`src/rtl/lane_pkg.sv`:
```
// Shared lane definitions: byte width, comma symbol and the scheduler state encoding.
// The serializer and deserializer use this package too.
package lane_pkg;

    localparam int BYTE_W = 8;
    localparam logic [BYTE_W-1:0] COM_SYM = 8'hBC;

    typedef enum logic [1:0] {
        SYNC = 2'd0,
        IDLE = 2'd1,
        BUSY = 2'd2
    } lane_state_t;

endpackage

```
`src/rtl/rr_arbiter.sv`:
```
// Combinational round-robin pick: the first asserted request at or after ptr,
// wrapping modulo N, returned both one-hot and as an index.
module rr_arbiter #(
    parameter int N = 4,
    localparam int IDX_W = (N > 1) ? $clog2(N) : 1
) (
    input  logic [N-1:0]     req,
    input  logic [IDX_W-1:0] ptr,
    output logic [N-1:0]     grant,
    output logic [IDX_W-1:0] idx,
    output logic             found
);

    logic [IDX_W:0]   sum;
    logic [IDX_W-1:0] cand;

    always_comb begin
        // NOTE: every output of a combinational block gets a default first, so no path can infer a latch.
        grant = '0;
        idx   = '0;
        found = 1'b0;
        sum   = '0;
        cand  = '0;
        for (int k = 0; k < N; k++) begin
            sum = {1'b0, ptr} + (IDX_W+1)'(k);
            if (sum >= (IDX_W+1)'(N)) begin
                sum = sum - (IDX_W+1)'(N);
            end
            cand = sum[IDX_W-1:0];
            if (!found && req[cand]) begin
                found       = 1'b1;
                grant[cand] = 1'b1;
                idx         = cand;
            end
        end
    end

endmodule

```
`src/rtl/lane_tx_scheduler.sv`:
```
// Transmit byte scheduler for one lane: keeps packets atomic between requesters,
// emits COM as filler, as post-reset sync and as a periodic forced sync.
module lane_tx_scheduler
    import lane_pkg::*;
#(
    parameter int                NUM_REQ     = 4,
    parameter logic [BYTE_W-1:0] COM_SYM     = lane_pkg::COM_SYM,
    parameter int                SYNC_LEN    = 4,
    parameter int                SYNC_PERIOD = 16,
    parameter int                STALL_MAX   = 8
) (
    input  logic                      clock4,
    input  logic                      reset_L,
    input  logic [NUM_REQ-1:0]        valid_in,
    input  logic [NUM_REQ-1:0]        last_in,
    input  logic [BYTE_W*NUM_REQ-1:0] data_in,
    output logic [NUM_REQ-1:0]        ack_out,
    output logic [BYTE_W-1:0]         data_out,
    output logic                      valid_out,
    output logic                      err_out
);

    localparam int IDX_W   = $clog2(NUM_REQ);
    localparam int SYNC_W  = $clog2(SYNC_LEN + 1);
    localparam int STALL_W = $clog2(STALL_MAX + 1);
    localparam int RUN_W   = $clog2(SYNC_PERIOD + 1);

    lane_state_t        state_q, state_d;
    logic [IDX_W-1:0]   rr_q, rr_d;
    logic [IDX_W-1:0]   owner_q, owner_d;
    logic [SYNC_W-1:0]  sync_q, sync_d;
    logic [STALL_W-1:0] stall_q, stall_d;
    logic [RUN_W-1:0]   run_q;
    logic               bad_q;

    logic [NUM_REQ-1:0] ack;
    logic [IDX_W-1:0]   sel;
    logic [BYTE_W-1:0]  sel_byte;
    logic               abort;
    logic               forced;

    logic [NUM_REQ-1:0] arb_grant;
    logic [IDX_W-1:0]   arb_idx;
    logic               arb_found;

    function automatic logic [IDX_W-1:0] next_idx(input logic [IDX_W-1:0] i);
        return (i == IDX_W'(NUM_REQ - 1)) ? '0 : i + IDX_W'(1);
    endfunction

    rr_arbiter #(.N(NUM_REQ)) u_arb (
        .req   (valid_in),
        .ptr   (rr_q),
        .grant (arb_grant),
        .idx   (arb_idx),
        .found (arb_found)
    );

    // A full run of data bytes freezes the whole scheduler for one COM cycle.
    assign forced   = (run_q == RUN_W'(SYNC_PERIOD));
    assign sel_byte = data_in[BYTE_W*sel +: BYTE_W];
    assign ack_out  = ack;

    always_comb begin
        state_d = state_q;
        rr_d    = rr_q;
        owner_d = owner_q;
        sync_d  = sync_q;
        stall_d = stall_q;
        ack     = '0;
        sel     = owner_q;
        abort   = 1'b0;
        if (reset_L && !forced) begin
            case (state_q)
                SYNC: begin
                    if (sync_q == SYNC_W'(SYNC_LEN - 1)) begin
                        state_d = IDLE;
                    end else begin
                        sync_d = sync_q + SYNC_W'(1);
                    end
                end
                IDLE: begin
                    if (arb_found) begin
                        ack = arb_grant;
                        sel = arb_idx;
                        if (last_in[arb_idx]) begin
                            rr_d = next_idx(arb_idx);
                        end else begin
                            state_d = BUSY;
                            owner_d = arb_idx;
                            stall_d = '0;
                        end
                    end
                end
                BUSY: begin
                    // A returning owner byte wins over an abort in the same cycle.
                    if (valid_in[owner_q]) begin
                        ack[owner_q] = 1'b1;
                        stall_d      = '0;
                        if (last_in[owner_q]) begin
                            state_d = IDLE;
                            rr_d    = next_idx(owner_q);
                        end
                    end else if (stall_q == STALL_W'(STALL_MAX - 1)) begin
                        abort   = 1'b1;
                        stall_d = '0;
                        state_d = IDLE;
                        rr_d    = next_idx(owner_q);
                    end else begin
                        stall_d = stall_q + STALL_W'(1);
                    end
                end
                default: state_d = SYNC;
            endcase
        end
    end

    always_ff @(posedge clock4) begin
        // NOTE: sequential state uses non-blocking assignments so every flop samples pre-edge values.
        if (!reset_L) begin
            state_q   <= SYNC;
            rr_q      <= '0;
            owner_q   <= '0;
            sync_q    <= '0;
            stall_q   <= '0;
            run_q     <= '0;
            bad_q     <= 1'b0;
            data_out  <= COM_SYM;
            valid_out <= 1'b0;
            err_out   <= 1'b0;
        end else begin
            state_q <= state_d;
            rr_q    <= rr_d;
            owner_q <= owner_d;
            sync_q  <= sync_d;
            stall_q <= stall_d;
            if (|ack) begin
                data_out  <= sel_byte;
                valid_out <= 1'b1;
                run_q     <= run_q + RUN_W'(1);
            end else begin
                data_out  <= COM_SYM;
                valid_out <= 1'b0;
                run_q     <= '0;
            end
            // An illegal 0xBC data byte is flagged the cycle after it leaves.
            bad_q   <= (|ack) && (sel_byte == COM_SYM);
            err_out <= abort || bad_q;
        end
    end

endmodule

```
`config.mk`:
```
export PLATFORM = sky130hd
export DESIGN_NAME = lane_tx_scheduler
export DESIGN_NICKNAME = d
export VERILOG_FILES = /design/src/rtl/lane_pkg.sv /design/src/rtl/rr_arbiter.sv /design/src/rtl/lane_tx_scheduler.sv
export SDC_FILE = /design/constraint.sdc
export NUM_CORES = 1
export LEC_CHECK = 0
export CAP_MARGIN = 20
export CORE_UTILIZATION = 50
export CTS_CLUSTER_SIZE = 28
export DETAILED_ROUTE_END_ITERATION = 10
export PLACE_DENSITY = 0.77
export SETUP_SLACK_MARGIN = 0.3
export SLEW_MARGIN = 20
export SYNTH_ARGS = -nofsm -noshare
export SYNTH_HDL_FRONTEND = slang
export SYNTH_SLANG_ARGS = --single-unit
```
`constraint.sdc`:
```
create_clock -name clock4 -period 4.53 [get_ports clock4]
set_clock_uncertainty 0.1 [all_clocks]
set_input_delay 0.906 -clock clock4 [delete_from_list [all_inputs] [get_ports clock4]]
set_output_delay 0.906 -clock clock4 [all_outputs]
set_load 0.02 [all_outputs]
```
==> impl_results.md <==
* Status: complete, but fails checks
* Failing checks: DRC
* Dominant cell type by area after synthesis: dfxtp_1
* Synthesis Warnings at 0
* Synth top area cells: dfxtp_1 (25%), ha_1 (11%), mux2i_1 (6.8%)
* Nets at 404
* Crit end category: primary output
* Logic pwr share at 59.4%
* R2R Path End: bad_q$_SDFF_PN0_
* Total Routed Length at 5.646 mm
* EDFF count, synth at 0
* RSZ-0062 raised after global routing: no
* Port bufs at 55
* Worst EP required at 3520 ps
* Reg2Reg Depth at 11
* Rows at 24
* Top-area cell type share of the netlist area at 24.71%
* Setup TNS at 0 ps
* Die span in y at 70.55 um
* Fin Hold WS at 374.0 ps
* Hold Crit Start: run_q[0]$_SDFF_PN0_
* First-pass GRT wire length at 9.735 mm
* Antenna Cells at 0
* Vias/cell at 5.809
* Dominant synthesized flop cell: dfxtp_1
* Crit path time final at 4124 ps
* Antenna viol nets, final at 0
* Area delta synth->final at 31.47%
* Final Cycle Share at 91.04%
* Synth cell types at 54
* Pwr Density at 412.0 nW/um^2
* Antenna violations before repair at 0
* Clk_lat worst skew at 280 ps
* I/O Pins at 56
* Multi-input gate area at 1643 sq um
* Avg Cell Area, Syn at 8.362 sq um
* Synthesized flop and latch total at 29
* Gate Count Post-Synth at 281
* Largest net degree at the start of global routing at 25
* FMAX at 242.5 MHz
* Max-Cap Viols at 0
* Clk slew on worst S/H paths at 60 ps
* HP Class: register to register
* Min-Delay Endpoint: run_q[0]$_SDFF_PN0_
* Most common cell in the netlist: dfxtp_1
* CTS tree: done
* R2r startpoint: rr_q[0]$_SDFFE_PN0P_
* DP Wirelength at 4.424 mm
* Worst R2R Setup Slack at 840 ps
* Initial core utilization at 52.87%
* Pre-Repair DR Iteration Count at 7
* Setup CP Type: primary input to primary output
* Rel. slew slack at 51.97%
* Vias in the first global route at 2099
* Layout cells sized above 1 at 11.44%
* Hold depth at 1
* Psw at 526.9 uW
* Critical path launch point type: primary input
* Total number of vias at 2283
* All-layer global routing usage at 24.75%
* Clock sink total at 29
* DRT iter0 DRCs at 230
* Final Wtd Congestion at 0.8222
* Slew @ Worst Pin at 710.8 ps
* Most frequent cells after synthesis: dfxtp_1 (29), nor2_1 (28), nand2_1 (22)
* Pint at 745.7 uW
* Final-report max-slew violation count at 0
* Clock network power share at 16.8%
* VDD IR max at 0.1747 mV
* Seq/Total Area, Yosys at 24.71%
* Total grt overflow at 0
* Synth async-reset ratio at 0%
* LEAKAGE at 0.001271 uW
* Synth Net Count at 344
* CP arrival at 3120 ps
* Drc violations at 2
* Final Setup Violations at 0
* Seq. cell area at 580.6 sq um
* Hold buffers post-CTS at 0
* Fillcell total at 361
* Max clock buf depth at 2
* Reg power frac at 23.8%
* Die span in x at 70.55 um
* Final Hold Fails at 0
* Avg WL per Cell at 14.37 um
* Net Sw Frac at 41.40%
* Critical-path maximum fanout at 11
* Htree depth at 2
* Core Area at 4444 sq um
* CTS buffer count at 5
* Clk root buf: clkbuf_8
* Synth Cell Area at 2350 sq um
* DIE AREA at 4977 sq um
[routing by layer]
layer	track usage, %	vias to the layer above	part of all wire (%)
met1	32.35	1044	45
met4	7.111	0	0.67
met3	9.117	4	8.9
li1	-	1147	-
met2	38.62	88	46
met5	0	-	0
[flip-flops by register name (all words and copies together), names as in the netlist]
| signal | cells |
|---|---|
| data_out | 8 |
| run_q | 5 |
| stall_q | 4 |
| sync_q | 3 |
| owner_q | 2 |
| rr_q | 2 |
| state_q | 2 |
| bad_q | 1 |
| err_out | 1 |
| valid_out | 1 |
[cells in the final DEF (no fill, tap or decap), types with 5 or more instances in the layout]
| cell | n |
|---|---|
| clkdlybuf4s50_1 | 51 |
| dfxtp_1 | 29 |
| nor2_1 | 28 |
| nand2_1 | 22 |
| ha_1 | 21 |
| inv_1 | 16 |
| mux2i_1 | 16 |
| buf_4 | 14 |
| o21ai_0 | 13 |
| nand3_1 | 11 |
| a21oi_1 | 8 |
| nand2b_1 | 7 |
| clkbuf_8 | 6 |
| nor3_1 | 5 |
| mux4_2 | 5 |
[worst max-delay path by stage]
stage / slack (ps) / endpoint / cells past startpoint / startpoint
final: 410 / ack_out[3] / 9 / valid_in[2]
after global routing: 290 / ack_out[3] / 9 / valid_in[2]
after CTS: 330 / ack_out[3] / 9 / valid_in[2]
after detailed placement: 70 / ack_out[1] / 8 / valid_in[1]
after global placement: 130 / ack_out[1] / 8 / valid_in[1]
after floorplan: 670 / ack_out[1] / 9 / rr_q[0]$_SDFFE_PN0P_
[kinds of logic after synthesis]
logic type,Yosys count,share of synthesized area (%)
XOR/XNOR,5,1.864
adder cells (fa/ha/maj),21,11.18
flip-flops,29,24.71
multiplexers,25,13.52
buffers and inverters,32,5.751
AO/OA/AOI/OAI,65,20.13
AND/OR/NAND/NOR,104,22.84
[what timing repair did]
| item | CTS | global route |
|---|---|---|
| gates resized for setup | 5 | 7 |
| buffers inserted | 0 | 0 |
| endpoints found under the setup margin | 4 | 4 |
| pin swaps | 0 | 0 |
[power groups by stage]
stage	sequential, uW	combinational [uW]	clock [uW]
floorplan	323	524	0
global placement	307	728	0
detailed placement	308	736	0
CTS	302	744	217
global route	306	844	231
finish	303	756	214
[cell type report]
type | count | area share [%]
tap | 52 | 2.106
timing repair buffer | 69 | 21.18
clock buffer | 7 | 2.795
inverter | 16 | 1.944
sequential | 29 | 18.79
multi-input combinational | 220 | 53.18
[through the flow]
stage	cells	total power [uW]	util, %	worst slack [ps]	instance area [sq um]
5_1_grt	393	1381	69.51	293.2	3089
4_1_cts	393	1263	69.28	330.6	3079
3_5_place_dp	386	1043	67.40	73.24	2995
6_report	393	1273	69.51	405.8	3089
3_3_place_gp	386	1035	67.40	129.1	2995
2_1_floorplan	281	847.3	-	673.2	2350
[worst max-delay path, stage by stage]
cell             delay [ps]
clkdlybuf4s50_1         430
buf_4                   180
mux4_2                  490
nor2b_2                 210
a22oi_1                 150
nor2_1                   80
a221oi_2                190
o21ai_1                 130
dlygate4sd2_1           350
Note: power is estimated with default switching activity, not from simulation.
